## src/rtl/simd_alu_pkg.sv

```systemverilog
// Shared encodings and lane-grouping helper for the packed SIMD add/sub datapath.
package simd_alu_pkg;

  typedef enum logic [1:0] {
    SAT_WRAP     = 2'b00,
    SAT_SIGNED   = 2'b01,
    SAT_UNSIGNED = 2'b10,
    SAT_RSVD     = 2'b11
  } sat_mode_e;

  typedef enum logic {
    OP_ADD = 1'b0,
    OP_SUB = 1'b1
  } op_e;

  // Per-lane group membership for a group of 2^grp lanes: {is top lane, is lowest lane}.
  function automatic logic [1:0] grp_mask(input int unsigned grp, input int unsigned lane);
    int unsigned gm1;
    gm1 = (32'd1 << grp) - 32'd1;
    return {((lane & gm1) == gm1), ((lane & gm1) == 32'd0)};
  endfunction

endpackage

```

## src/rtl/simd_lane_add.sv

```systemverilog
// One base-lane adder slice with carry in/out and MSB taps for overflow detection.
module simd_lane_add #(
  parameter int W = 8
) (
  input  logic [W-1:0] a,
  input  logic [W-1:0] b,
  input  logic         cin,
  output logic [W-1:0] sum,
  output logic         cout,
  output logic         msb_a,
  output logic         msb_b,
  output logic         msb_s
);

  assign {cout, sum} = {1'b0, a} + {1'b0, b} + {{W{1'b0}}, cin};
  assign msb_a = a[W-1];
  assign msb_b = b[W-1];
  assign msb_s = sum[W-1];

endmodule

```

## src/rtl/simd_sat_alu_pipe.sv

```systemverilog
// Two-stage SIMD add/sub with runtime lane grouping, signed/unsigned saturation and sticky status.
module simd_sat_alu_pipe
  import simd_alu_pkg::*;
#(
  parameter int  LANE_W = 8,
  parameter int  LANES  = 4,
  localparam int GW     = $clog2(LANES) + 1
) (
  input  logic                    clk,
  input  logic                    rst,
  input  logic                    in_valid,
  output logic                    in_ready,
  input  logic [LANES*LANE_W-1:0] a,
  input  logic [LANES*LANE_W-1:0] b,
  input  logic                    op,
  input  logic [GW-1:0]           grp,
  input  logic [1:0]              sat_mode,
  output logic                    out_valid,
  input  logic                    out_ready,
  output logic [LANES*LANE_W-1:0] c,
  output logic [LANES-1:0]        sat_flags,
  output logic                    sticky_sat,
  input  logic                    sticky_clr
);

  localparam int              STAGES = 2;
  localparam logic [GW-1:0]   GMAX   = GW'($clog2(LANES));
  localparam logic [LANE_W-1:0] SMAX = {1'b0, {(LANE_W-1){1'b1}}};
  localparam logic [LANE_W-1:0] SMIN = {1'b1, {(LANE_W-1){1'b0}}};

  logic [STAGES:1] vld_pipe;
  logic            s1_ld, s2_ld;

  assign s2_ld     = !vld_pipe[2] || out_ready;
  assign s1_ld     = !vld_pipe[1] || s2_ld;
  assign in_ready  = s1_ld;
  assign out_valid = vld_pipe[2];

  logic [LANES-1:0][LANE_W-1:0] a_v, b_v, b_eff, sum_v;
  logic [LANES-1:0]             lo_m, hi_m, msb_a, msb_b, msb_s;
  logic                         lane_cin  [LANES];
  logic                         lane_cout [LANES];
  logic [GW-1:0]                grp_eff;

  assign a_v     = a;
  assign b_v     = b;
  assign grp_eff = (grp > GMAX) ? GMAX : grp;

  for (genvar i = 0; i < LANES; i++) begin : g_lane
    assign {hi_m[i], lo_m[i]} = grp_mask(32'(grp_eff), i);
    assign b_eff[i] = op ? ~b_v[i] : b_v[i];
    // Carry crosses a lane boundary only inside a group; group bases take op as carry-in.
    if (i == 0) begin : g_c0
      assign lane_cin[i] = lo_m[i] ? op : 1'b0;
    end else begin : g_cn
      assign lane_cin[i] = lo_m[i] ? op : lane_cout[i-1];
    end
    simd_lane_add #(.W(LANE_W)) u_add (
      .a     (a_v[i]),
      .b     (b_eff[i]),
      .cin   (lane_cin[i]),
      .sum   (sum_v[i]),
      .cout  (lane_cout[i]),
      .msb_a (msb_a[i]),
      .msb_b (msb_b[i]),
      .msb_s (msb_s[i])
    );
  end

  logic [LANES-1:0][LANE_W-1:0] s1_sum, c_q, nxt_c;
  logic [LANES-1:0]             s1_hi, s1_msb_a, s1_msb_b, s1_msb_s, s1_cout;
  logic [LANES-1:0]             flags_q, nxt_f;
  logic                         s1_op, sticky_q, g_ovf, g_neg;
  sat_mode_e                    s1_mode;

  // Walk lanes top-down so each lane inherits the verdict of its group's top lane.
  always_comb begin
    nxt_c = '0;
    nxt_f = '0;
    g_ovf = 1'b0;
    g_neg = 1'b0;
    for (int i = LANES-1; i >= 0; i--) begin
      if (s1_hi[i]) begin
        g_neg = s1_msb_a[i];
        case (s1_mode)
          SAT_SIGNED:   g_ovf = (s1_msb_a[i] == s1_msb_b[i]) && (s1_msb_s[i] != s1_msb_a[i]);
          SAT_UNSIGNED: g_ovf = s1_op ? !s1_cout[i] : s1_cout[i];
          default:      g_ovf = 1'b0;
        endcase
      end
      nxt_f[i] = g_ovf;
      if (!g_ovf)                      nxt_c[i] = s1_sum[i];
      else if (s1_mode == SAT_UNSIGNED) nxt_c[i] = s1_op ? '0 : '1;
      else if (s1_hi[i])               nxt_c[i] = g_neg ? SMIN : SMAX;
      else                             nxt_c[i] = g_neg ? '0 : '1;
    end
  end

  always_ff @(posedge clk or posedge rst) begin
    if (rst) begin
      vld_pipe <= '0;
      s1_sum   <= '0;
      s1_hi    <= '0;
      s1_msb_a <= '0;
      s1_msb_b <= '0;
      s1_msb_s <= '0;
      s1_cout  <= '0;
      s1_op    <= 1'b0;
      s1_mode  <= SAT_WRAP;
      c_q      <= '0;
      flags_q  <= '0;
      sticky_q <= 1'b0;
    end else begin
      if (s1_ld) begin
        vld_pipe[1] <= in_valid;
        if (in_valid) begin
          s1_sum   <= sum_v;
          s1_hi    <= hi_m;
          s1_msb_a <= msb_a;
          s1_msb_b <= msb_b;
          s1_msb_s <= msb_s;
          for (int i = 0; i < LANES; i++) s1_cout[i] <= lane_cout[i];
          s1_op    <= op;
          s1_mode  <= sat_mode_e'(sat_mode);
        end
      end
      if (s2_ld) begin
        vld_pipe[2] <= vld_pipe[1];
        if (vld_pipe[1]) begin
          c_q     <= nxt_c;
          flags_q <= nxt_f;
        end
      end
      // A saturating transfer in the same cycle as a clear keeps the flag set.
      sticky_q <= (vld_pipe[2] && out_ready && |flags_q) || (sticky_q && !sticky_clr);
    end
  end

  assign c          = c_q;
  assign sat_flags  = flags_q;
  assign sticky_sat = sticky_q;

endmodule

```

## config.mk

```make
export PLATFORM = sky130hd
export DESIGN_NAME = simd_sat_alu_pipe
export DESIGN_NICKNAME = d
export VERILOG_FILES = /design/src/rtl/simd_alu_pkg.sv /design/src/rtl/simd_lane_add.sv /design/src/rtl/simd_sat_alu_pipe.sv
export SDC_FILE = /design/constraint.sdc
export NUM_CORES = 1
export LEC_CHECK = 0
export BUFFER_PORTS_ARGS = -buffer_cell sky130_fd_sc_hd__clkbuf_2
export CORE_MARGIN = 2
export CORE_UTILIZATION = 60
export DETAILED_ROUTE_END_ITERATION = 10
export HOLD_SLACK_MARGIN = 0.15
export PLACE_DENSITY_LB_ADDON = 0.05
export SLEW_MARGIN = 15
export SYNTH_ARGS = -nofsm -noshare
export SYNTH_HDL_FRONTEND = slang
export SYNTH_SLANG_ARGS = --single-unit
```

## constraint.sdc

```tcl
create_clock -name clk -period 6 [get_ports clk]
set_input_delay 1.2 -clock clk [delete_from_list [all_inputs] [get_ports clk]]
set_output_delay 1.2 -clock clk [all_outputs]
set_load 0.02 [all_outputs]
```

; ---- After elaboration in Yosys (flattened, before gate mapping)
; Cells that the tools add are included.
[word_totals]
reg_bits = 94
out_inout_bits = 39
[classes]
add_sub_neg = 9
order_cmp = 1
n_eq_ne = 10
shift = 1
muxes = 45
n_bitwise = 4
reduce_logical = 27
[ops]
columns = operator, n
row1 = $mux 8, 25
row2 = $logic_not 32->1, 4
row3 = $logic_not 31->1, 2
row4 = $add 8x8->9, 4
row5 = $add 9x1->9, 4
row6 = $not 8->8, 4
row7 = $shl 1x3->32 const A, 1
row8 = $sub 32x1->32 const B, 1
row9 = $logic_not 30->1, 1
row10 = $mux 1, 15
row11 = $pmux 1 s2, 4
row12 = $logic_and 1x1->1, 7
row13 = $logic_not 1->1, 7
row14 = $eq 1x1->1, 4
row15 = $ne 1x1->1, 4
row16 = $reduce_and 2->1, 2
row17 = $reduce_or 4->1, 1
row18 = $gt 3x2->1 const B, 1
row19 = $logic_or 1x1->1, 3
row20 = $mux 3, 1
row21 = $eq 2x1->1 const B, 1
row22 = $eq 2x2->1 const B, 1

; ---- Longest topological paths before layout
[depth]
word_depth = 11
ltp_mapped = 36
ltp_nobuf = 34

; ---- Cells and area by module
; From an unflattened synthesis, not the netlist that was laid out.
[hier_totals]
cells_unflattened = 528
hier_area_um2 = 5771.8
[by_module_without_submodules]
columns = module, n_inst, cells_each, area_each_um2, seq_area_each_um2
row1 = simd_sat_alu_pipe, 1, 350, 4355.4, 2352.3
row2 = simd_lane_add at g_lane[0].u_add ..., 3, 45, 354.1, 0.0
row3 = simd_lane_add at g_lane[3].u_add, 1, 43, 354.1, 0.0

; ---- Worst setup path before layout
; OpenSTA, ideal clock, no wires.
[synth_path]
kind = input -> register
start = input op
end = register s1_cout[3]
setup_time_ns = 0.129
t_arrival_ns = 7.972
required_ns = 5.871
slack_ns = -2.101
stages = 36
path_buffers = 3
cell_sequence = clkbuf_1 > clkbuf_1 > buf_2 > xor2_1 > ha_1 > nor2b_1 > o21ai_0 > a21boi_0 > o21a_1 > o21a_1 > o21ai_0 > fa_1 > fa_1 > nor2b_1 > o21ai_0 > a21boi_1 > o21a_1 > o21a_1 > o41ai_1 > fa_1 > fa_1 > nor2b_1 > o21ai_1 > a21boi_0 > o21a_1 > o21ai_0 > a31oi_1 > fa_1 > inv_1 > fa_1 > nor2b_1 > o21ai_0 > a21oi_1 > o21a_1 > o21a_1 > o41a_1
[synth_between]
elab_chain_len = 9
word_cells_on_any_way = 15
cone_classes = add/sub: 8 / mux: 7
[synth_lines]
columns = item, line
row1 = from (decl), simd_sat_alu_pipe.sv:15  ; input logic op,
row2 = $mux 8, simd_sat_alu_pipe.sv:51  ; assign b_eff[i] = op ? ~b_v[i] : b_v[i];
row3 = $add 8x8->9, simd_lane_add.sv:15  ; assign {cout, sum} = {1'b0, a} + {1'b0, b} + {{W{1'b0}}, cin};
row4 = $add 9x1->9, simd_lane_add.sv:15
row5 = $mux 1, simd_sat_alu_pipe.sv:56  ; assign lane_cin[i] = lo_m[i] ? op : lane_cout[i-1];
row6 = $add 9x1->9, simd_lane_add.sv:15
row7 = $mux 1, simd_sat_alu_pipe.sv:56
row8 = $add 9x1->9, simd_lane_add.sv:15
row9 = $mux 1, simd_sat_alu_pipe.sv:56
row10 = $add 9x1->9 *, simd_lane_add.sv:15
row11 = to (signal assigned), simd_sat_alu_pipe.sv:107  ; s1_cout <= '0;
row12 = to (decl), simd_sat_alu_pipe.sv:71  ; logic [LANES-1:0] s1_hi, s1_msb_a, s1_msb_b, s1_msb_s, s1_cout;
; Mark *: on every way between the ends. The rest lies on a longest branch, timed or not.
; A chain may end at the register's enable or synchronous reset.

; ---- Worst setup path after layout
[layout_path]
start = input op
end = register s1_sum[4] (netlist bit)
[layout_between]
elab_chain_len = 3
[layout_lines]
columns = item, line
row1 = $mux 8, simd_sat_alu_pipe.sv:51
row2 = $add 8x8->9, simd_lane_add.sv:15
row3 = $add 9x1->9 *, simd_lane_add.sv:15
row4 = to (signal assigned), simd_sat_alu_pipe.sv:117  ; s1_sum <= sum_v;
row5 = to (decl), simd_sat_alu_pipe.sv:70  ; logic [LANES-1:0][LANE_W-1:0] s1_sum, c_q, nxt_c;
; Marks and branches as above.

==> reports/results.txt <==
final clock skew -> 0.0143 ns
unrepaired setup endpoints after global routing -> true
Worst Reg2Reg Path Length in Cells -> 7
cell count after synthesis -> 583
top cell type's share of synthesized area -> 0.412
hold path endpoint -> s1_sum[13]$_DFFE_PP0P_
post-layout worst setup margin -> -1.41 ns
multiplexer fraction of the synthesized cell area -> 0.00641
hold depth -> 2
number of top-level design ports -> 114
Detailed Place HPWL -> 9540 um
proportion of synthesized chip area in sequential cells -> 0.412
maximum count of clock buffers along a single path -> 2
simple-gate share of the synthesized area -> 0.170
Area growth, synth to finish -> 34.1%
placeable core region -> 8760 um^2
H-tree depth -> 3
final setup violation count -> 10
synthesized-area fraction occupied by ao, oa, aoi and oai cells -> 0.201
CP Data Required Time -> 6.28 ns
quantity of hold-fixing buffers added after cts -> 0
filler instances -> 505
DIE AREA -> 9890 um^2
Final Hold Violating Endpoints -> 0
top cells by area, synth -> sky130_fd_sc_hd__dfrtp_1 41%, sky130_fd_sc_hd__ha_1 7.1%, sky130_fd_sc_hd__xor2_1 6.4%
ratio of total power to cell area -> 315 nW/um^2
dominant combinational cell family by area after synthesis -> compound AO/OA/AOI/OAI gates
Slew @ Worst Pin -> 1.05 ns
worst flop-to-flop path startpoint -> s1_mode[0]$_DFFE_PP0P_
pins over their slew limit -> 0
clock buffers created by TritonCTS -> 9
synth warn -> 0
residual antenna-violating net count after detailed routing -> 0
Max stage delay on crit path -> 0.31 ns
number of clock sinks -> 90
Final GP Congestion -> 0.890
post-route clock period utilization -> 1.24
clock tree from TritonCTS -> yes
most common cell in the netlist -> sky130_fd_sc_hd__dfrtp_1
clk_lat worst skew -> 0.38 ns
antenna violations before repair -> 0
clock slew at reported path FFs -> 0.09 ns
post-synthesis area per instance -> 9.38 um^2
share of the synthesized netlist area taken by xor and xnor gates -> 0.0735
wire length of the first global-routing pass -> 25800 um
Critical R2R Capture -> c[8]$_DFFE_PP0P_
asr flop ratio synth -> 1.00
flop2flop setup slack -> 3.27 ns
relative slew slack -> 0.300
most prevalent standard cell on the critical path -> sky130_fd_sc_hd__buf_4
# DRC -> 0
residual overflow from global routing -> 0
die width -> 99.5 um
failing checks -> negative setup slack
crit end category -> register
status -> complete, but fails checks
via count of the first global-routing pass -> 5325
mean routed wirelength per cell -> 19.1 um
routed via count -> 5523
Post-synth EDFFs -> 0
global routing usage summed across all routing layers -> 0.334
count of state elements after synthesis -> 90
Netlist cell types -> 64
Non-Filler Instances -> 898
number of max-cap violations -> 0
classification of the worst setup path -> input pin to register
Top FF cell, synth -> sky130_fd_sc_hd__dfrtp_1
static leakage -> 3.61 nW
share of the core filled with cells -> 0.837
initial core utilization -> 0.624
HP Class -> register to register
Arr. time, crit path -> 7.69 ns
Slowest-stage cell, CP -> sky130_fd_sc_hd__ha_1
clock tree root buffer cell -> sky130_fd_sc_hd__clkbuf_8
Mapped Area -> 5470 um^2
height of the chip -> 99.5 um
most instantiated cells after synthesis -> 90 x sky130_fd_sc_hd__dfrtp_1, 88 x sky130_fd_sc_hd__nand2_1, 42 x sky130_fd_sc_hd__o21ai_0
number of standard-cell rows in the floorplan -> 34
maximum number of pins on one net before global-route repair -> 55
sort of element at the start of the critical path -> input pin
count of port buffers added during placement -> 113
maximum clock frequency -> 135 MHz
share of cells above drive strength 1 -> 0.375
Worst VDD drop -> 0.000167 V
routed wire length -> 17200 um
top cell type by total area after synthesis -> sky130_fd_sc_hd__dfrtp_1
worst hold path startpoint -> s1_sum[13]$_DFFE_PP0P_
maximum fanout encountered on the critical timing path -> 6
Post-layout nets -> 898
drt via density -> 6.15
Detailed Route Iter0 Violations -> 419
number of nets produced by synthesis -> 696
Detailed Routing Iterations Pass 1 -> 5
number of cells after detailed placement -> 824
adder-cell share of the synthesized area -> 0.0966
post-route minimum period -> 7.41 ns
antenna fix cells -> 0
## cells in the final DEF, fill, tap and decap left out, types with 6 or more instances in the layout
master	count
sky130_fd_sc_hd__o21ai_0	32
sky130_fd_sc_hd__ha_1	30
sky130_fd_sc_hd__nor2_1	40
sky130_fd_sc_hd__dfrtp_1	90
sky130_fd_sc_hd__nand2b_1	8
sky130_fd_sc_hd__xor2_1	37
sky130_fd_sc_hd__inv_1	25
sky130_fd_sc_hd__buf_4	102
sky130_fd_sc_hd__nand3b_1	8
sky130_fd_sc_hd__o211ai_1	6
sky130_fd_sc_hd__o221a_2	8
sky130_fd_sc_hd__clkbuf_8	9
sky130_fd_sc_hd__o21a_1	16
sky130_fd_sc_hd__o31ai_1	8
sky130_fd_sc_hd__nor3_1	12
sky130_fd_sc_hd__o21ai_2	7
sky130_fd_sc_hd__o21ai_1	11
sky130_fd_sc_hd__nand2_1	86
sky130_fd_sc_hd__fa_2	7
sky130_fd_sc_hd__clkbuf_2	112
sky130_fd_sc_hd__a21oi_1	20
sky130_fd_sc_hd__a221o_1	8
## flip-flops by register name, indices dropped and copies added (netlist names), 2 cells and up
name / cells
s1_msb_b: 4
s1_hi: 4
s1_mode: 2
sat_flags: 4
s1_msb_s: 3
s1_cout: 4
s1_msb_a: 4
s1_sum: 29
c: 32
vld_pipe: 2
## layer usage
metal | track usage | vias to the layer above | part of all wire
li1 | - | 2445 | -
met5 | 0 | - | 0
met4 | 0.195 | 0 | 0.062
met1 | 0.420 | 2575 | 0.37
met3 | 0.0682 | 105 | 0.098
met2 | 0.537 | 398 | 0.47
## how the worst max path moves through the flow
stage	from	end	slack [ns]	cells past startpoint
final	op	s1_sum[4]$_DFFE_PP0P_	-1.41	49
after global routing	b[0]	s1_cout[3]$_DFFE_PP0P_	-1.54	34
after CTS	op	s1_sum[30]$_DFFE_PP0P_	-0.99	35
after detailed placement	op	s1_sum[30]$_DFFE_PP0P_	-1.58	35
after global placement	op	s1_sum[30]$_DFFE_PP0P_	-1.29	35
after floorplan	op	s1_cout[3]$_DFFE_PP0P_	-1.24	36
## power by group
part	switching, W	internal [W]	total (W)	leakage [nW]
clock network	0.000232	0.000238	0.000470	0.114
logic	0.000519	0.000427	0.000947	2.41
registers	0.000129	0.000764	0.000893	1.09
total	0.000880	0.00143	0.00231	3.61
## metrics by stage
step           cell area (um^2)  setup slack (ns)  TNS (ns)  power (W)  hold WS, ns
4_1_cts                    7170            -0.992     -6.66    0.00220        0.488
2_1_floorplan              5560             -1.24     -7.75    0.00138        0.443
6_report                   7330             -1.41     -8.54    0.00231        0.487
5_1_grt                    7330             -1.54    -11.60    0.00242        0.517
3_3_place_gp               6450             -1.29     -8.81    0.00162        0.459
3_5_place_dp               6450             -1.58    -11.56    0.00165        0.469
## repair_timing
| item | 4_1_cts | 5_1_grt |
|---|---|---|
| setup buffers | 53 | 9 |
| cloned | 0 | 0 |
| resized for setup | 17 | 24 |
| pin swaps | 22 | 19 |
| setup endpoints to repair | 10 | 12 |
## critical path: cells and delay by family
| kind | cells | cell delay (ns) |
|---|---|---|
| buf+inv | 44 | 5.60 |
| compound gates | 3 | 0.35 |
| fa+ha+maj | 1 | 0.31 |
| xor+xnor | 1 | 0.22 |
## cell families (layout without fill, tap and decap cells)
group                      Yosys count  in the layout
AOI/OAI and AO/OA                  155            155
xor gates and xnor gates            45             45
adders and majority gates           38             38
buffers and inverters               55            262
DFF                                 90             90
muxes                                3              3
other                                2              2
and+or+nand+nor                    195            195
## final cells by class
type	count	area, um^2	share of cell area
Clock buffer	9	124	0.0169
Clock inverter	7	104	0.0142
Inverter	28	106	0.0145
Multi-Input combinational cell	438	3220	0.440
Sequential cell	90	2250	0.307
Tap cell	108	135	0.0184
Timing Repair Buffer	218	1390	0.189
(Power assumes the default switching activity.)
